--- config.mk ---
export PLATFORM = sky130hd
export DESIGN_NAME = multicycle_controller
export DESIGN_NICKNAME = d
export VERILOG_FILES = /design/src/rtl/multicycle_controller.sv
export SDC_FILE = /design/constraint.sdc
export NUM_CORES = 1
export LEC_CHECK = 0
export BUFFER_PORTS_ARGS = -buffer_cell sky130_fd_sc_hd__buf_4
export CAP_MARGIN = 5
export CORE_MARGIN = 2
export CORE_UTILIZATION = 40
export CTS_BUF_LIST = sky130_fd_sc_hd__clkbuf_16
export DETAILED_ROUTE_END_ITERATION = 8
export GPL_ROUTABILITY_DRIVEN = 1
export GPL_TIMING_DRIVEN = 0
export PLACE_DENSITY_LB_ADDON = 0.15
export SYNTH_ARGS = -nofsm -noshare
export SYNTH_HDL_FRONTEND = slang
export SYNTH_SLANG_ARGS = --single-unit
--- constraint.sdc ---
create_clock -name clk -period 3.2 [get_ports clk]
set_input_delay 0.96 -clock clk [delete_from_list [all_inputs] [get_ports clk]]
set_output_delay 0.96 -clock clk [all_outputs]
set_load 0.01 [all_outputs]
--- src/rtl/multicycle_controller.sv ---
// Sequencing FSM for the multi-cycle RV32I core. Walks each instruction
// through fetch/decode/execute/memory/writeback and drives every datapath
// select and write strobe. Unsupported opcodes park the FSM in TRAP with a
// sticky illegal flag until reset.
//
// Memory handshake: a request (mem_read or mem_write, with adr_src) is held
// constant from the first cycle of a memory state until the cycle in which
// mem_ready=1; that cycle completes the access and the FSM leaves the state
// on the following edge, so the request drops the cycle after. mem_ready is
// ignored in every non-memory state.
module multicycle_controller (
    input  logic       clk,
    input  logic       rst_n,
    input  logic [6:0] opcode,
    input  logic [2:0] funct3,
    input  logic       funct7b5,
    input  logic       zero,
    input  logic       mem_ready,
    output logic       mem_read,
    output logic       mem_write,
    output logic       adr_src,
    output logic       ir_write,
    output logic       pc_write,
    output logic [1:0] alu_src_a,
    output logic [1:0] alu_src_b,
    output logic [3:0] alu_control,
    output logic [2:0] imm_src,
    output logic [1:0] result_src,
    output logic       reg_write,
    output logic       illegal,
    output logic [3:0] state
);

    typedef enum logic [3:0] {
        S_FETCH    = 4'd0,
        S_DECODE   = 4'd1,
        S_MEMADR   = 4'd2,
        S_MEMREAD  = 4'd3,
        S_MEMWB    = 4'd4,
        S_MEMWRITE = 4'd5,
        S_EXECR    = 4'd6,
        S_EXECI    = 4'd7,
        S_ALUWB    = 4'd8,
        S_BRANCH   = 4'd9,
        S_JAL      = 4'd10,
        S_JALR_A   = 4'd11,
        S_JALR_B   = 4'd12,
        S_LUI      = 4'd13,
        S_AUIPC    = 4'd14,
        S_TRAP     = 4'd15
    } state_t;

    localparam logic [6:0] OP_LOAD   = 7'b0000011;
    localparam logic [6:0] OP_STORE  = 7'b0100011;
    localparam logic [6:0] OP_R      = 7'b0110011;
    localparam logic [6:0] OP_I      = 7'b0010011;
    localparam logic [6:0] OP_BRANCH = 7'b1100011;
    localparam logic [6:0] OP_JAL    = 7'b1101111;
    localparam logic [6:0] OP_JALR   = 7'b1100111;
    localparam logic [6:0] OP_LUI    = 7'b0110111;
    localparam logic [6:0] OP_AUIPC  = 7'b0010111;

    localparam logic [3:0] ALU_ADD  = 4'b0000;
    localparam logic [3:0] ALU_SUB  = 4'b0001;
    localparam logic [3:0] ALU_SLL  = 4'b0010;
    localparam logic [3:0] ALU_SLT  = 4'b0011;
    localparam logic [3:0] ALU_SLTU = 4'b0100;
    localparam logic [3:0] ALU_XOR  = 4'b0101;
    localparam logic [3:0] ALU_SRL  = 4'b0110;
    localparam logic [3:0] ALU_SRA  = 4'b0111;
    localparam logic [3:0] ALU_OR   = 4'b1000;
    localparam logic [3:0] ALU_AND  = 4'b1001;

    state_t cur, nxt;

    // Raw strobes before the reset gate.
    logic mem_read_c, mem_write_c, ir_write_c, pc_write_c, reg_write_c;

    // ALU op for R-type and OP-IMM; funct7b5 selects SUB only for R-type.
    function automatic logic [3:0] arith_op(input logic [2:0] f3,
                                            input logic       f7b5,
                                            input logic       is_r);
        logic [3:0] op;
        case (f3)
            3'b000:  op = (is_r && f7b5) ? ALU_SUB : ALU_ADD;
            3'b001:  op = ALU_SLL;
            3'b010:  op = ALU_SLT;
            3'b011:  op = ALU_SLTU;
            3'b100:  op = ALU_XOR;
            3'b101:  op = f7b5 ? ALU_SRA : ALU_SRL;
            3'b110:  op = ALU_OR;
            default: op = ALU_AND;
        endcase
        return op;
    endfunction

    // Immediate format depends on the opcode alone.
    always_comb begin
        case (opcode)
            OP_LOAD, OP_JALR, OP_I: imm_src = 3'b000;
            OP_STORE:               imm_src = 3'b001;
            OP_BRANCH:              imm_src = 3'b010;
            OP_LUI, OP_AUIPC:       imm_src = 3'b011;
            OP_JAL:                 imm_src = 3'b100;
            default:                imm_src = 3'b000;
        endcase
    end

    // Next-state and per-state datapath controls.
    always_comb begin
        nxt         = cur;
        mem_read_c  = 1'b0;
        mem_write_c = 1'b0;
        ir_write_c  = 1'b0;
        pc_write_c  = 1'b0;
        reg_write_c = 1'b0;
        adr_src     = 1'b0;
        alu_src_a   = 2'b00;
        alu_src_b   = 2'b00;
        alu_control = ALU_ADD;
        result_src  = 2'b00;
        case (cur)
            S_FETCH: begin
                mem_read_c = 1'b1;
                alu_src_b  = 2'b10;
                result_src = 2'b10;
                if (mem_ready) begin
                    ir_write_c = 1'b1;
                    pc_write_c = 1'b1;
                    nxt        = S_DECODE;
                end
            end
            S_DECODE: begin
                // Precompute branch/JAL target into ALUOut.
                alu_src_a = 2'b01;
                alu_src_b = 2'b01;
                case (opcode)
                    OP_LOAD, OP_STORE: nxt = (funct3 == 3'b010) ? S_MEMADR : S_TRAP;
                    OP_R:              nxt = S_EXECR;
                    OP_I:              nxt = S_EXECI;
                    OP_BRANCH:         nxt = S_BRANCH;
                    OP_JAL:            nxt = S_JAL;
                    OP_JALR:           nxt = S_JALR_A;
                    OP_LUI:            nxt = S_LUI;
                    OP_AUIPC:          nxt = S_AUIPC;
                    default:           nxt = S_TRAP;
                endcase
            end
            S_MEMADR: begin
                alu_src_a = 2'b10;
                alu_src_b = 2'b01;
                nxt       = (opcode == OP_STORE) ? S_MEMWRITE : S_MEMREAD;
            end
            S_MEMREAD: begin
                mem_read_c = 1'b1;
                adr_src    = 1'b1;
                if (mem_ready) nxt = S_MEMWB;
            end
            S_MEMWB: begin
                result_src  = 2'b01;
                reg_write_c = 1'b1;
                nxt         = S_FETCH;
            end
            S_MEMWRITE: begin
                mem_write_c = 1'b1;
                adr_src     = 1'b1;
                if (mem_ready) nxt = S_FETCH;
            end
            S_EXECR: begin
                alu_src_a   = 2'b10;
                alu_control = arith_op(funct3, funct7b5, 1'b1);
                nxt         = S_ALUWB;
            end
            S_EXECI: begin
                alu_src_a   = 2'b10;
                alu_src_b   = 2'b01;
                alu_control = arith_op(funct3, funct7b5, 1'b0);
                nxt         = S_ALUWB;
            end
            S_ALUWB: begin
                reg_write_c = 1'b1;
                nxt         = S_FETCH;
            end
            S_BRANCH: begin
                // Target sits in ALUOut; pc_write follows zero combinationally.
                alu_src_a = 2'b10;
                case (funct3)
                    3'b000: begin alu_control = ALU_SUB;  pc_write_c = zero;  end
                    3'b001: begin alu_control = ALU_SUB;  pc_write_c = !zero; end
                    3'b100: begin alu_control = ALU_SLT;  pc_write_c = !zero; end
                    3'b101: begin alu_control = ALU_SLT;  pc_write_c = zero;  end
                    3'b110: begin alu_control = ALU_SLTU; pc_write_c = !zero; end
                    3'b111: begin alu_control = ALU_SLTU; pc_write_c = zero;  end
                    default: pc_write_c = 1'b0;
                endcase
                nxt = S_FETCH;
            end
            S_JAL: begin
                // PC <- target in ALUOut while ALU forms the link address.
                pc_write_c = 1'b1;
                alu_src_a  = 2'b01;
                alu_src_b  = 2'b10;
                nxt        = S_ALUWB;
            end
            S_JALR_A: begin
                alu_src_a  = 2'b10;
                alu_src_b  = 2'b01;
                result_src = 2'b10;
                pc_write_c = 1'b1;
                nxt        = S_JALR_B;
            end
            S_JALR_B: begin
                alu_src_a   = 2'b01;
                alu_src_b   = 2'b10;
                result_src  = 2'b10;
                reg_write_c = 1'b1;
                nxt         = S_FETCH;
            end
            S_LUI: begin
                alu_src_a = 2'b11;
                alu_src_b = 2'b01;
                nxt       = S_ALUWB;
            end
            S_AUIPC: begin
                alu_src_a = 2'b01;
                alu_src_b = 2'b01;
                nxt       = S_ALUWB;
            end
            default: begin
                nxt = S_TRAP;
            end
        endcase
    end

    // State register and sticky trap flag.
    always_ff @(posedge clk or negedge rst_n) begin
        if (!rst_n) begin
            cur     <= S_FETCH;
            illegal <= 1'b0;
        end else begin
            cur <= nxt;
            if (nxt == S_TRAP) illegal <= 1'b1;
        end
    end

    // No write strobe or request may escape while reset is held.
    assign mem_read  = mem_read_c  & rst_n;
    assign mem_write = mem_write_c & rst_n;
    assign ir_write  = ir_write_c  & rst_n;
    assign pc_write  = pc_write_c  & rst_n;
    assign reg_write = reg_write_c & rst_n;
    assign state     = cur;

endmodule
==> results of run 1 <==
[power breakdown]
group	switching, mW	leakage, nW	total (mW)	internal [mW]
combinational	0.380	0.498	0.702	0.323
sequential	0.0228	0.0649	0.110	0.0870
clock	0.0388	0.0423	0.200	0.162
total	0.441	0.605	1.01	0.571
[cell usage after synthesis, types with 4 or more instances]
master | instances | share of area
o21ai_0 | 5 | 0.027
dfrtp_1 | 5 | 0.14
o211ai_1 | 4 | 0.033
clkbuf_1 | 6 | 0.025
nor2b_1 | 5 | 0.034
nand2_1 | 19 | 0.078
nor2_1 | 13 | 0.053
and3_1 | 6 | 0.041
and2_1 | 4 | 0.027
nor3_1 | 5 | 0.027
a21oi_1 | 6 | 0.033
[worst register-to-register path, stage by stage (launching register included)]
cell and delay, ns:
dfrtp_1 0.33, clkbuf_1 0.26, clkbuf_1 0.39, nor3_1 0.10
o211ai_1 0.19, o211ai_1 0.13, a21oi_1 0.21, a311oi_2 0.05
[area by class of cell]
class / instances / area [um^2]
Buffer: 10 / 62.6
Clock buffer: 3 / 75.1
Clock inverter: 1 / 3.75
Fill cell: 228 / 877
Inverter: 4 / 15.0
Multi-Input combinational cell: 112 / 734
Sequential cell: 5 / 125
Tap cell: 28 / 35.0
Timing Repair Buffer: 35 / 263
[state kept, by name (all words and copies together) (netlist names)]
name     cells
illegal      1
state        4
[stage by stage]
stage	cell area (um^2)	util
finish	1310	0.600
global route	1310	0.600
CTS	1290	0.591
detailed placement	1210	0.555
global placement	1210	0.555
floorplan	917	-
[layer usage]
metal | up-vias | GRT usage | wire [um]
met5 | - | 0 | 0
met3 | 5 | 0.0230 | 152
met4 | 0 | 0.0263 | 16
met2 | 43 | 0.352 | 1300
li1 | 562 | - | -
met1 | 510 | 0.256 | 1140
[worst paths after layout]
kind                           start  endpoint  slack, ns  cells after the start
max                        funct3[0]  pc_write        0.1                      7
min                            rst_n   illegal       0.54                      1
max reg2reg                 state[3]   illegal       1.40                      7
min reg2reg                  illegal   illegal       0.68                      2
max in group asynchronous      rst_n  state[3]       2.53                      1
min in group clk             illegal   illegal       0.68                      2
[repair_timing]
action	4_1_cts	5_1_grt
pin swaps	0	1
gates cloned	0	0
endpoints found under the setup margin	1	1
hold buffers	0	0
gates resized for setup	1	8
[cell families (layout without fill, tap and decap cells)]
kind of cell              Yosys count  in the layout  share of synthesized area
AOI/OAI and AO/OA                  38             38                      0.325
xor gates and xnor gates            3              3                     0.0287
buffers and inverters              14             53                     0.0791
DFF                                 5              5                      0.136
muxes                               3              3                     0.0341
and+or+nand+nor                    68             68                      0.397
==> results.md, run 1 <==
- Status: finished clean
- Worst Tran Pin Value: 0.462 ns
- Clk_skew: 0.00149 ns
- DR vias/cell: 5.66
- # rows: 17
- Die height: 51.9 um
- Crit Path Class: in2out
- Critical Path Fanout Max: 8
- Seq/Total Area, Yosys: 0.136
- Fmax: 322 MHz
- Netlist cell types: 49
- Worst hold-check path type: in2async
- Placed cells: 194
- Nets: 186
- Flop and latch count out of synthesis: 5
- Sink Count: 5
- WL final: 2.61 mm
- TritonCTS clock tree: yes
- CTS buffer count: 3
- HPWL Detailed: 1.94 mm
- IO Count: 39
- Later-pin clock latency in the skew report: 0.23 ns
- Max stage delay on crit path: 0.32 ns
- CP required: 2.24 ns
- CP bufs+invs: 2
- Pleak: 0.605 nW
- Router iterations before antenna repair: 4
- Max Root-Sink Buffers: 2
- Setup TNS: 0 ns
- Final Cycle Share: 0.970
- Slew margin rel.: 0.692
- CTS clock-pin slew for the worst setup and hold paths: 0.03 ns
- Via count: 1120
- CP Cell Sequence: clkbuf_4 -> xor2_2 -> mux2_4 -> a21oi_2 -> mux2i_1 -> and3_1 -> buf_4
- Final non-filler cell total: 198
- Crit start category: primary input
- Initial antenna violation count: 0
- DRT iter0 DRCs: 19
- Area Growth Syn to Fin: 43.2%
- # H-tree levels: 1
- CP Capture Type: output pin
- Vias in the first global route: 989
- Most common cell after layout, fill and taps aside: buf_4
- Pwr Total: 1.01 mW
- Max-cap viol count: 0
- WHS: 0.544 ns
- Setup violators final: 0
- Core Footprint: 2190 um^2
- Top_reg_cell synth: dfrtp_1
- Clock Tree Root: clkbuf_16
- Share of async-settable or async-resettable flops after synthesis: 1.00
- GRT overflow: 0
- Post-Syn Instances: 131
- Crit-path slowest cell: mux2_4
- Cell area power density: 771 nW/um^2
- Final ANT Viol Nets: 0
- # DRC: 0
- Post-CTS setup buffer count: 0
- Synthesized area: 917 um^2
- Synthesis Warnings: 0
- Routed WL per cell: 13.2 um
- Setup ws final: 0.0968 ns
- Die ar.: 2690 um^2
- Tot GR Track Use: 0.197
- Max-slew violation count: 0
- Syn_nets: 146
- Die W: 51.9 um
- Mean post-synth cell area: 7.00 um^2
- Starting Density: 0.419
- Most frequent cells in the layout: buf_4 (36), nand2_1 (19), nor2_1 (13)
- Max VDD drop: 0.575 mV
- CP Data Arrival Time: 2.14 ns
- Share of layout cells above drive strength 1: 0.312
- Post-synth EDFFs: 0
- Placement Setup Slack: -0.0924 ns
- IO Port Bufs: 35
- Fin crit period: 3.10 ns
- GP Congestion: 0.863
- First-pass GRT wire length: 4.19 mm
- Unrepaired setup endpoints after global routing: no
- Fin. Hold Viols: 0
- Crit path max-delay family: multiplexers
- Largest net degree at the start of global routing: 11
- # diodes: 0
Note: power is estimated with default switching activity, not from simulation.
==> run 2, diff against run 1 <==
- CORE_ASPECT_RATIO: not set -> 0.9
- CORE_UTILIZATION: 40 -> 39
==> run 2 against run 1 <==
Design area is essentially flat. First-iteration DRC count is the same. Clock skew grew 0.00083 ns. Clock power is essentially flat. Global-route usage grew 0.41 points. Critical endpoint unchanged.
==> results.md, run 2 (synthesis gave the netlist of run 1 again) <==
- Fin crit period: 3.11 ns
- Nets: 186
- Slew margin rel.: 0.680
- First-pass GRT wire length: 4.23 mm
- Worst Tran Pin Value: 0.473 ns
- DP Area: 1210 um^2
- Unrepaired setup endpoints after global routing: no
- Routed WL per cell: 12.8 um
- Worst hold-check path type: in2async
- WHS: 0.540 ns
- Most common cell after layout, fill and taps aside: buf_4
- Crit Path Class: in2out
- Sink Count: 5
- Setup violators final: 0
- GRT overflow: 0
- Tot GR Track Use: 0.201
- Router iterations before antenna repair: 4
- Cell area power density: 770 nW/um^2
- GP Congestion: 0.847
- Post-CTS setup buffer count: 0
- Max-cap viol count: 0
- Fin util: 0.596
- Vias in the first global route: 1014
- Met1 usage: 0.271
- IO Port Bufs: 35
- CTS buffer count: 3
- Initial antenna violation count: 0
- Max-slew violation count: 0
- # diodes: 0
- Fin. Hold Viols: 0
- Most frequent cells in the layout: buf_4 (36), nand2_1 (19), nor2_1 (13)
- Setup TNS: 0 ns
- Share of layout cells above drive strength 1: 0.312
- Later-pin clock latency in the skew report: 0.23 ns
- IO Count: 39
- Max VDD drop: 0.697 mV
- TritonCTS clock tree: yes
- Met2 Use GR: 0.313
- GRT busiest layer: met2
- CP Data Arrival Time: 2.15 ns
- Clk_skew: 0.00233 ns
- Max Root-Sink Buffers: 2
- Die height: 50.0 um
- Pleak: 0.605 nW
- CP Capture Type: output pin
- CP Cell Sequence: clkbuf_4 -> xor2_2 -> mux2_4 -> a21oi_2 -> mux2i_1 -> and3_1 -> buf_4
- Final non-filler cell total: 197
- Pwr Total: 1.01 mW
- Number of flip-flops in the largest register: 4
- Finished Cell Area: 1310 um^2
- Fmax: 321 MHz
- Final Cycle Share: 0.973
- Via count: 1134
- Die ar.: 2760 um^2
- Crit start category: primary input
- HPWL Detailed: 1.99 mm
- Core Footprint: 2200 um^2
- Crit-path slowest cell: mux2_4
- Final ANT Viol Nets: 0
- Largest net degree at the start of global routing: 11
- DR vias/cell: 5.76
- Routing usage on met3: 0.0424
- Die W: 55.1 um
- Max stage delay on crit path: 0.32 ns
- Clock Tree Root: clkbuf_16
- # H-tree levels: 1
- Placement Setup Slack: -0.0972 ns
- Area Growth Syn to Fin: 43.1%
- DRT iter0 DRCs: 19
- Status: finished clean
- Placed cells: 193
- WL final: 2.52 mm
- CP required: 2.24 ns
- Setup ws final: 0.0853 ns
- CTS clock-pin slew for the worst setup and hold paths: 0.03 ns
- # DRC: 0
- Critical Path Fanout Max: 8
- Starting Density: 0.416
- # rows: 16
==> run 2: cell counts in the layout (fill, tap and decap cells not counted) <==
Identical to the previous run, type by type.
==> run 2: path summary, 6_finish.rpt <==
kind                       slack (ns)  depth (start not counted)       end  startpoint
min                              0.54                          1  state[3]       rst_n
max                              0.09                          7  pc_write   funct3[0]
min in group clk                 0.64                          2   illegal     illegal
max reg2reg                      1.39                          7   illegal    state[3]
max in group asynchronous        2.54                          1  state[0]       rst_n
min reg2reg                      0.64                          2   illegal     illegal
==> run 2: power breakdown <==
group	internal [mW]	switching [mW]	total, mW
clock network	0.162	0.0403	0.202
logic	0.322	0.375	0.698
registers	0.0870	0.0234	0.110
total	0.571	0.439	1.01
==> run 2: what timing repair did <==
action                     CTS  global route
hold endpoints to repair     0             0
setup endpoints to repair    1             1
pin swaps                    0             1
hold buffers                 0             0
resized for setup            1             7
==> run 2: worst max-delay path, delay by kind of cell <==
kind / cells / cell delay (ns)
AO/OA/AOI/OAI: 1 / 0.14
AND/OR/NAND/NOR: 1 / 0.20
buffers and inverters: 2 / 0.30
multiplexers: 2 / 0.40
XOR/XNOR: 1 / 0.16
==> run 2: layer usage <==
metal  wire [um]  part of all wire
met1        1150              0.45
met2        1210              0.48
met3         152             0.060
met4          14            0.0056
met5           0                 0
==> run 2: area by class of cell <==
class                   count  area (um^2)
inverters                   4         15.0
clock inverters             1         3.75
plain buffers              10         62.6
flip-flops and latches      5          125
well taps                  27         33.8
clock buffers               3         75.1
repair buffers             35          263
multi-input cells         112          734
fillers                   203          890
==> run 3, diff against run 2 <==
- CORE_UTILIZATION: 39 -> 30
- SETUP_SLACK_MARGIN: not set -> 0.02
==> run 3 against run 2 <==
Critical path depth stayed put. Highest routed layer is now met3. Setup slack hardly changed. Combinational power rose by 0.6%. Critical endpoint unchanged. Clock power barely moved. Count of clock-buffer cells in the layout is the same. Largest cell class unchanged. Sequential share of layout area decreased by 0.081 points. Final cell count is 7.6% higher. Worst hold slack improved by 0.0046 ns. Sequential power about the same. Via count decreased by 3.8%. Design area is 0.86% higher. Non-clock buffer count stayed put.
==> results.md, run 3 (synthesis gave the netlist of run 1 again) <==
- Most frequent cells in the layout: buf_4 (36), nand2_1 (19), nor2_1 (13)
- CP required: 2.24 ns
- Crit start category: primary input
- Number of flip-flops in the largest register: 4
- Setup violators final: 0
- IO Port Bufs: 35
- Starting Density: 0.306
- Max-slew violation count: 0
- Max-cap viol count: 0
- Fin. Hold Viols: 0
- Sink Count: 5
- Crit-path slowest cell: mux2_4
- TritonCTS clock tree: yes
- Worst hold-check path type: in2async
- Routed WL per cell: 12.8 um
- Max stage delay on crit path: 0.32 ns
- Finished Cell Area: 1320 um^2
- Router iterations before antenna repair: 4
- Most common cell after layout, fill and taps aside: buf_4
- CP Cell Sequence: clkbuf_4 -> xor2_1 -> mux2_4 -> a21oi_2 -> mux2i_1 -> and3_1 -> buf_4
- IO Count: 39
- Cell area power density: 767 nW/um^2
- Max VDD drop: 0.340 mV
- Initial antenna violation count: 0
- Via count: 1091
- Tot GR Track Use: 0.159
- Fmax: 321 MHz
- Die ar.: 3520 um^2
- Nets: 186
- Pleak: 0.604 nW
- GP Congestion: 0.821
- Status: finished clean
- Worst Tran Pin Value: 0.494 ns
- First-pass GRT wire length: 4.64 mm
- Clk_skew: 0.00343 ns
- DR vias/cell: 5.15
- CP Data Arrival Time: 2.15 ns
- Later-pin clock latency in the skew report: 0.23 ns
- Placed cells: 208
- Max Root-Sink Buffers: 2
- WL final: 2.71 mm
- CTS buffer count: 3
- Fin crit period: 3.11 ns
- Die W: 62.3 um
- Post-CTS setup buffer count: 0
- # diodes: 0
- Die height: 56.5 um
- Share of layout cells above drive strength 1: 0.306
- GRT overflow: 0
- CP Capture Type: output pin
- Area Growth Syn to Fin: 44.3%
- # DRC: 0
- Unrepaired setup endpoints after global routing: no
- Final Cycle Share: 0.973
- Register area: 125 um^2
- CTS clock-pin slew for the worst setup and hold paths: 0.04 ns
- Final ANT Viol Nets: 0
- DP Area: 1230 um^2
- Multi-input gate area: 727 um^2
- Clock Tree Root: clkbuf_16
- Vias in the first global route: 1008
- Cts hold-fix bufs: 0
- Core Footprint: 3000 um^2
- DRT iter0 DRCs: 74
- Largest net degree at the start of global routing: 11
- # H-tree levels: 1
- Slew margin rel.: 0.670
- Final non-filler cell total: 212
- Pwr Total: 1.02 mW
- Fill cell count: 343
- Crit Path Class: in2out
- Critical Path Fanout Max: 8
- # rows: 19
- HPWL Detailed: 2.08 mm
-- run 3: cell counts in the layout (fill, tap and decap cells not counted) --
No cell type changed its count.
-- run 3: worst paths after layout --
check | from | to | slack [ns] | cells past startpoint
worst max-delay path | funct3[0] | pc_write | 0.09 | 7
worst min-delay path | rst_n | illegal | 0.54 | 1
worst max register to register | state[3] | illegal | 1.38 | 7
worst min register to register | illegal | illegal | 0.68 | 2
max in group asynchronous | rst_n | state[2] | 2.52 | 1
min in group clk | illegal | illegal | 0.68 | 2
-- run 3: critical path, delay by kind of cell --
kind / cells / cell delay [ns]
xor+xnor: 1 / 0.19
buf+inv: 2 / 0.30
mux: 2 / 0.39
compound gates: 1 / 0.12
simple gates: 1 / 0.19
-- run 3: repair_timing --
action / 4_1_cts / 5_1_grt
gates resized for setup: 1 / 7
endpoints found under the setup margin: 1 / 2
pin swaps: 0 / 1
hold endpoints to repair: 0 / 0
-- run 3: power by group --
group          internal (mW)  switching [mW]  total, mW
sequential            0.0870          0.0219      0.109
clock                  0.162          0.0423      0.204
combinational          0.322           0.380      0.702
-- run 3: metrics by stage --
stage                     hold WS (ns)   util  worst slack, ns  TNS, ns
after floorplan                  0.655      -            0.145        0
after global placement           0.659  0.411          -0.0624  -0.0624
after detailed placement         0.674  0.411          -0.0733  -0.0733
after CTS                        0.545  0.438           0.0371        0
after global routing             0.549  0.442           0.0242        0
final                            0.545  0.442           0.0858        0
-- run 3: cell type report --
class | instances | share of cell area
clock buffers | 3 | 0.0567
multi-input cells | 112 | 0.549
flip-flops and latches | 5 | 0.0945
well taps | 42 | 0.0397
inverters | 4 | 0.0113
repair buffers | 35 | 0.198
plain buffers | 10 | 0.0473
clock inverters | 1 | 0.00284
-- run 3: per-layer routing --
metal  vias up  GRT usage  wire length, um
li1        560          -                -
met1       502      0.216             1240
met2        29      0.267             1330
met3         0     0.0401              144
met4         0    0.00952                0
met5         -          0                0
